--- config.mk ---
export PLATFORM = sky130hd
export DESIGN_NAME = flux_capture_ctrl
export DESIGN_NICKNAME = d
export VERILOG_FILES = /design/src/rtl/flux_capture_ctrl.sv
export SDC_FILE = /design/constraint.sdc
export NUM_CORES = 1
export LEC_CHECK = 0
export CORE_ASPECT_RATIO = 1.2
export CORE_UTILIZATION = 30
export DETAILED_ROUTE_END_ITERATION = 12
export GPL_TIMING_DRIVEN = 1
export SLEW_MARGIN = 10
export SYNTH_ARGS = -nofsm -noshare
export SYNTH_HDL_FRONTEND = slang
export SYNTH_SLANG_ARGS = --single-unit
--- constraint.sdc ---
create_clock -name clk -period 4.9 [get_ports clk]
set_input_delay 1.47 -clock clk [delete_from_list [all_inputs] [get_ports clk]]
set_output_delay 1.47 -clock clk [all_outputs]
set_load 0.005 [all_outputs]
--- src/rtl/flux_capture_ctrl.sv ---
// Sequences one flux-capture pass: arm, wait for INDEX, capture N revolutions of edge/index words.
// Optional FLUX_CAPTURE_STATS_EN adds edge_count and drop_count statistics ports.
module flux_capture_ctrl #(
    parameter int unsigned IDX_TIMEOUT = 200000000
) (
    input  logic        clk,
    input  logic        reset,
    input  logic        cmd_start,
    input  logic        cmd_abort,
    input  logic [3:0]  rev_count,
    input  logic        index_in,
    input  logic        edge_detected,
    input  logic        edge_polarity,
    input  logic [15:0] edge_interval,
    input  logic        fifo_full,
    output logic        det_enable,
    output logic        wr_valid,
    output logic [31:0] wr_data,
    output logic        busy,
    output logic        done,
    output logic [3:0]  revs_done,
    output logic        timeout_err,
    output logic        overflow,
`ifdef FLUX_CAPTURE_STATS_EN
    output logic        aborted,
    output logic [31:0] edge_count,
    output logic [15:0] drop_count
`else
    output logic        aborted
`endif
);

    typedef enum logic [1:0] {IDLE, ARM, CAPTURE, DONE} state_t;

    state_t      state, state_nxt;
    logic        idx_s1, idx_s2, idx_prev;
    logic        idx_rise;
    logic [31:0] to_cnt;
    logic        timeout_hit;
    logic [3:0]  rev_latched;
    logic [3:0]  revs_inc;
    logic        last_rev;
    logic        capture_word;
    logic        pend_vld;
    logic [31:0] pend_dat;

    assign idx_rise     = idx_s2 & ~idx_prev;
    assign timeout_hit  = (to_cnt == 32'(IDX_TIMEOUT - 1));
    assign revs_inc     = (revs_done == 4'hF) ? 4'hF : revs_done + 4'd1;
    assign last_rev     = idx_rise && (revs_inc == rev_latched);
    assign capture_word = (state == CAPTURE) && !cmd_abort && (edge_detected || idx_rise);

    assign det_enable = (state == CAPTURE);
    assign busy       = (state != IDLE);
    assign done       = (state == DONE);
    // The pending word is dropped, not delayed, when the FIFO is full in its write cycle.
    assign wr_valid   = pend_vld & ~fifo_full;
    assign wr_data    = pend_dat;

    always_ff @(posedge clk) begin
        if (reset) state <= IDLE;
        else       state <= state_nxt;
    end

    always_comb begin
        state_nxt = state;
        case (state)
            IDLE:    if (cmd_start) state_nxt = ARM;
            ARM: begin
                if (cmd_abort)        state_nxt = DONE;
                else if (idx_rise)    state_nxt = CAPTURE;
                else if (timeout_hit) state_nxt = DONE;
            end
            CAPTURE: begin
                if (cmd_abort)                     state_nxt = DONE;
                else if (last_rev)                 state_nxt = DONE;
                else if (!idx_rise && timeout_hit) state_nxt = DONE;
            end
            DONE:    state_nxt = IDLE;
            default: state_nxt = IDLE;
        endcase
    end

    always_ff @(posedge clk) begin
        if (reset) begin
            idx_s1      <= 1'b0;
            idx_s2      <= 1'b0;
            idx_prev    <= 1'b0;
            to_cnt      <= '0;
            rev_latched <= '0;
            revs_done   <= '0;
            timeout_err <= 1'b0;
            overflow    <= 1'b0;
            aborted     <= 1'b0;
            pend_vld    <= 1'b0;
            pend_dat    <= '0;
`ifdef FLUX_CAPTURE_STATS_EN
            edge_count  <= '0;
            drop_count  <= '0;
`endif
        end else begin
            idx_s1   <= index_in;
            idx_s2   <= idx_s1;
            idx_prev <= idx_s2;

            pend_vld <= capture_word;
            if (capture_word)
                pend_dat <= {idx_rise, edge_detected, edge_detected & edge_polarity, 13'd0,
                             edge_detected ? edge_interval : 16'd0};

            if (pend_vld && fifo_full) begin
                overflow <= 1'b1;
`ifdef FLUX_CAPTURE_STATS_EN
                if (drop_count != 16'hFFFF) drop_count <= drop_count + 16'd1;
`endif
            end

            case (state)
                IDLE: if (cmd_start) begin
                    rev_latched <= (rev_count == 4'd0) ? 4'd1 : rev_count;
                    revs_done   <= '0;
                    timeout_err <= 1'b0;
                    overflow    <= 1'b0;
                    aborted     <= 1'b0;
                    to_cnt      <= '0;
`ifdef FLUX_CAPTURE_STATS_EN
                    edge_count  <= '0;
                    drop_count  <= '0;
`endif
                end
                ARM: begin
                    if (cmd_abort)        aborted     <= 1'b1;
                    else if (idx_rise)    to_cnt      <= '0;
                    else if (timeout_hit) timeout_err <= 1'b1;
                    else                  to_cnt      <= to_cnt + 32'd1;
                end
                CAPTURE: begin
                    if (cmd_abort) begin
                        aborted <= 1'b1;
                    end else begin
                        if (idx_rise) begin
                            to_cnt    <= '0;
                            revs_done <= revs_inc;
                        end else if (timeout_hit) begin
                            timeout_err <= 1'b1;
                        end else begin
                            to_cnt <= to_cnt + 32'd1;
                        end
`ifdef FLUX_CAPTURE_STATS_EN
                        if (edge_detected && edge_count != 32'hFFFF_FFFF)
                            edge_count <= edge_count + 32'd1;
`endif
                    end
                end
                default: ;
            endcase
        end
    end

endmodule

Word level (Yosys, flattened, before mapping)
Cells that the tools add are included.
- register bits: 68
- bits of input ports: 28
- output and inout port bits: 43
- add/sub/neg operators: 2
- eq/ne operators: 16
- muxes and demuxes: 30
- bitwise operators: 5
- reduce and logical (&&, ||, !) cells: 20
- operator list (kind ; count):
    $mux W32 ; 4
    $pmux W32 S2 ; 1
    $add A32 B1 Y32 const B ; 1
    $eq A32 B28 Y1 const B ; 1
    $mux W4 ; 5
    $mux W16 ; 1
    $mux W2 ; 7
    $mux W1 ; 8
    $ne A2 B2 Y1 const B ; 4
    $pmux W2 S4 ; 1
    $pmux W4 S2 ; 1
    $reduce_and A4 Y1 ; 2
    $ne A2 B1 Y1 const B ; 3
    $reduce_and A3 Y1 ; 2
    $reduce_bool A2 Y1 ; 3
    $logic_and A1 B1 Y1 ; 5
    $reduce_and A5 Y1 ; 1
    $add A4 B1 Y4 const B ; 1
    $eq A2 B2 Y1 const B ; 2
    $eq A4 B4 Y1 ; 1
    $eq A4 B4 Y1 const B ; 1
    $logic_not A4 Y1 ; 1
    $ne A4 B2 Y1 const B ; 1
    $ne A4 B4 Y1 const B ; 1
    10 further kinds ; 15

Depth between registers and ports, before layout
- depth in word-level cells: 8
- gate-level depth with buffers: 9
- depth with buffers taken out: 8

Least setup slack after synthesis
OpenSTA, ideal clock, no wires.
- path type: input to output
- start point: in fifo_full
- end point: out wr_valid
- arrival time: 1585 ps
- setup slack: 1845 ps
- stages on the path: 1
- cell sequence: nor2b_1
- cells in the longest elaborated chain, start to end: 2
- ends and longest elaborated chain (element ; RTL line ; source):
    start: declaration ; 15 ; input logic fifo_full,
    $not A1 Y1 ; 57 ; assign wr_valid = pend_vld & ~fifo_full;
    $and A1 B1 Y1 ; 57 ;
    end: declaration ; 17 ; output logic wr_valid,
Every way passes these cells.

Worst setup path in the final report
Same ends and word-level chain as after synthesis.

==> qor.yml <==
status:
  status: "finished clean"
timing:
  final_total_negative_setup_slack_ps: 0
  timing.final.crit_share_pct: 80.8
  timing_worst_slew_pin_value_ps: 671
  worst_case_setup_margin_in_the_final_layout_ps: 941
  maximum_operating_frequency_ghz: 0.253
  hold-worst-slack_ps: 448
  setup_repair_after_global_routing_missed_its_margin: "false"
  worst_clock_skew_ps: 5.96
  finish_stage_setup_viols: 0
  timing_hold_violations_final: 0
  relSlewSlack_pct: 55.2
  period_minus_slack_ps: 3960
  final_max_slew_viol_count: 0
cells_and_area:
  fillers: 1062
  area_growth_syn_to_layout_pct: 29.5
  share_of_post_route_cells_with_drive_strength_above_1_pct: 7.22
  final_nets: 486
  layout.cells.most_common_list: "sky130_fd_sc_hd__dfxtp_1, sky130_fd_sc_hd__clkdlybuf4s50_1, sky130_fd_sc_hd__nor2_1"
  layout.cells.most_common: "sky130_fd_sc_hd__dfxtp_1"
  antennaDiodeCount: 0
synthesis:
  synth-seq-area-share_pct: 41.4
  yosys_most_used_dff: "sky130_fd_sc_hd__dfxtp_1"
  synth_area_um2: 3290
  yosys.area_share.xor_xnor_pct: 5.60
  synth-edff-count: 0
  syn_avg_cell_area_um2: 8.38
  synth-warning-count: 0
  post_synth_inst_count: 392
  postSynthRegisterBits: 68
  yosys.area_share.adder_pct: 2.28
  muxShareOfSynthArea_pct: 0.914
  dominant_combinational_cell_family_by_area_after_synthesis: "simple AND/OR/NAND/NOR gates"
  synth-compound-area-share_pct: 15.1
  synth_async_reset_ratio_pct: 0
  netlist-cell-type-count: 45
  yosys.area_share.simple_pct: 28.9
routing:
  drt-vias-per-instance: 5.01
  wl_um: 7750
  drtAntennaViolNets: 0
  drt-initial-drc-count: 117
  detailroute.via_count: 2935
  remaining_drc_errors: 0
  wire_length_per_cell_um: 13.2
  drt_first_pass_iters: 4
pwr:
  power_frac_comb_pct: 27.8
  power_frac_clock_pct: 36.8
  power_per_cell_area_nw_per_um2: 409
  power.share.sequential_pct: 35.4
  power_leakage_nw: 1.51
  netSwitchingFraction_pct: 32.5
  net-switching-power_w: 0.000566
  max-vdd-ir-drop_uv: 164
  p_int_w: 0.00118
critical_path:
  crit_path_end_kind: "output port"
  crit_slowest_cell: "sky130_fd_sc_hd__clkdlybuf4s50_1"
  critical_path.cell_chain: "clkdlybuf4s50_1 > nor2b_1 > clkdlybuf4s50_1"
  critPathMaxStageDelay_ps: 500
  crit_buf_inv: 2
  startpoint_type: "primary input"
  critical_path.most_common_cell: "sky130_fd_sc_hd__clkdlybuf4s50_1"
  critical_path_required_ps: 3430
  path_class: "primary input to output port"
  top_fanout_value_on_the_critical_path: 2
  worst_path_dominant_cell_family: "buffers and inverters"
  cp_data_arrival_time_ps: 2490
clocking:
  htreeDepth: 3
  tritoncts: "done"
  numCtsBuffers: 9
  cts.repair_timing.setup_buffer_count: 0
  holdBufCountCts: 0
  cts_root_buf: "sky130_fd_sc_hd__clkbuf_16"
  numClockSinks: 68
  largest_buffer_count_on_any_clock_path: 2
  clock_slew_at_the_register_clock_pins_of_the_worst_setup_and_hold_paths_ps: 60
  cts_repair_resize_count: 0
  clock_insertion_delay_worst_skew_ps: 330
grt:
  global_route_wire_length_before_repair_um: 12600
  total_routing_resource_utilization_after_global_routing_pct: 13.9
  grt_pass1_vias: 2657
  grt_overflow_total: 0
  initial_antenna_violation_count: 0
  largest_net_degree_at_the_start_of_global_routing: 37
flow_run:
  count_of_max_cap_constraint_violations: 0
floorplanning:
  placementRows: 41
  vertical_die_dimension_um: 117
  core-area_um2: 10600
  design.portCount: 71
  x_dimension_of_the_die_um: 97.5
  initial_utilization_pct: 31.1
  die-area_um2: 11400
worst_hold_path:
  holdCritPathClass: "flip-flop to flip-flop"
place:
  dpl_worst_slack_ps: 936
  numPortBuffers: 57
  dp_hpwl_um: 5640
  gp_congestion: 0.852
routing by layer:
metal / track usage [%] / up-vias / part of all wire, %
li1: - / 1496 / -
met1: 15.7 / 1365 / 45
met2: 24.5 / 65 / 49
met3: 3.65 / 9 / 4.0
met4: 6.37 / 0 / 1.5
met5: 0 / - / 0
kinds of logic (layout without fill, tap and decap cells):
family / after synthesis / in the layout
and+or+nand+nor: 182 / 182
other: 1 / 13
DFF: 68 / 68
buffers and inverters: 34 / 87
xor gates and xnor gates: 21 / 21
AOI/OAI and AO/OA: 77 / 77
adders and majority gates: 6 / 6
muxes: 3 / 3
registers in the layout, indices dropped and copies added (netlist names):
signal,flops
to_cnt,32
wr_data,19
rev_latched,4
revs_done,4
state,2
aborted,1
idx_prev,1
idx_s1,1
idx_s2,1
overflow,1
pend_vld,1
timeout_err,1
stage by stage:
stage	utilization, %	instances	power, W	instance area (um2)
global placement	37.4	570	0.00111	3950
CTS	40.3	586	0.00177	4250
finish	40.3	586	0.00174	4250
floorplan	-	404	0.000970	3330
detailed placement	37.4	570	0.00112	3950
global route	40.3	586	0.00185	4250
final timing paths:
kind	from	endpoint	slack, ps	cells after the start
max	fifo_full	wr_valid	940	3
min	idx_s1$_SDFF_PP0_	idx_s2$_SDFF_PP0_	450	1
min reg2reg	idx_s1$_SDFF_PP0_	idx_s2$_SDFF_PP0_	450	1
max reg2reg	state[0]$_SDFFE_PP0P_	to_cnt[23]$_SDFFE_PP0P_	2120	9
final cells by class:
type	count	area (um2)	share of cell area (%)
Sequential cell	68	1360	32.0
Tap cell	129	161	3.79
Timing Repair Buffer	63	616	14.5
Multi-Input combinational cell	302	1780	41.9
Clock buffer	9	225	5.29
Clock inverter	7	76.3	1.79
Inverter	8	30.0	0.706
power by group through the flow:
stage | clock, W | sequential [W] | combinational, W
after floorplan | 0 | 0.000624 | 0.000346
after global placement | 0 | 0.000628 | 0.000478
after detailed placement | 0 | 0.000628 | 0.000490
after CTS | 0.000662 | 0.000617 | 0.000493
after global routing | 0.000689 | 0.000621 | 0.000540
final | 0.000641 | 0.000617 | 0.000484
synthesized netlist by cell type, types with 7 or more instances:
master / number / area (um2)
sky130_fd_sc_hd__nand4_1: 7 / 43.8
sky130_fd_sc_hd__nor2b_1: 7 / 43.8
sky130_fd_sc_hd__clkbuf_1: 8 / 30.0
sky130_fd_sc_hd__nand2_1: 30 / 113
sky130_fd_sc_hd__dfxtp_1: 68 / 1360
sky130_fd_sc_hd__a22oi_1: 17 / 128
sky130_fd_sc_hd__nor2_1: 54 / 203
sky130_fd_sc_hd__or3_1: 7 / 43.8
sky130_fd_sc_hd__inv_1: 8 / 30.0
sky130_fd_sc_hd__o21ai_0: 7 / 35.0
sky130_fd_sc_hd__buf_4: 13 / 97.6
sky130_fd_sc_hd__nor4_1: 10 / 62.6
sky130_fd_sc_hd__nor3_1: 10 / 50.1
sky130_fd_sc_hd__a21oi_1: 28 / 140
sky130_fd_sc_hd__nand3_1: 18 / 90.1
sky130_fd_sc_hd__nand2b_1: 10 / 62.6
sky130_fd_sc_hd__xnor2_1: 13 / 114
sky130_fd_sc_hd__xor2_1: 8 / 70.1
sky130_fd_sc_hd__and3_1: 12 / 75.1
worst reg2reg max path, delay by kind of cell (launching register included):
kind                       cells  cell delay [ps]
adders and majority gates      1              430
AOI/OAI and AO/OA              3              680
and+or+nand+nor                3              850
buffers and inverters          2              300
DFF                            1              400
Note: power is estimated with default switching activity, not from simulation.
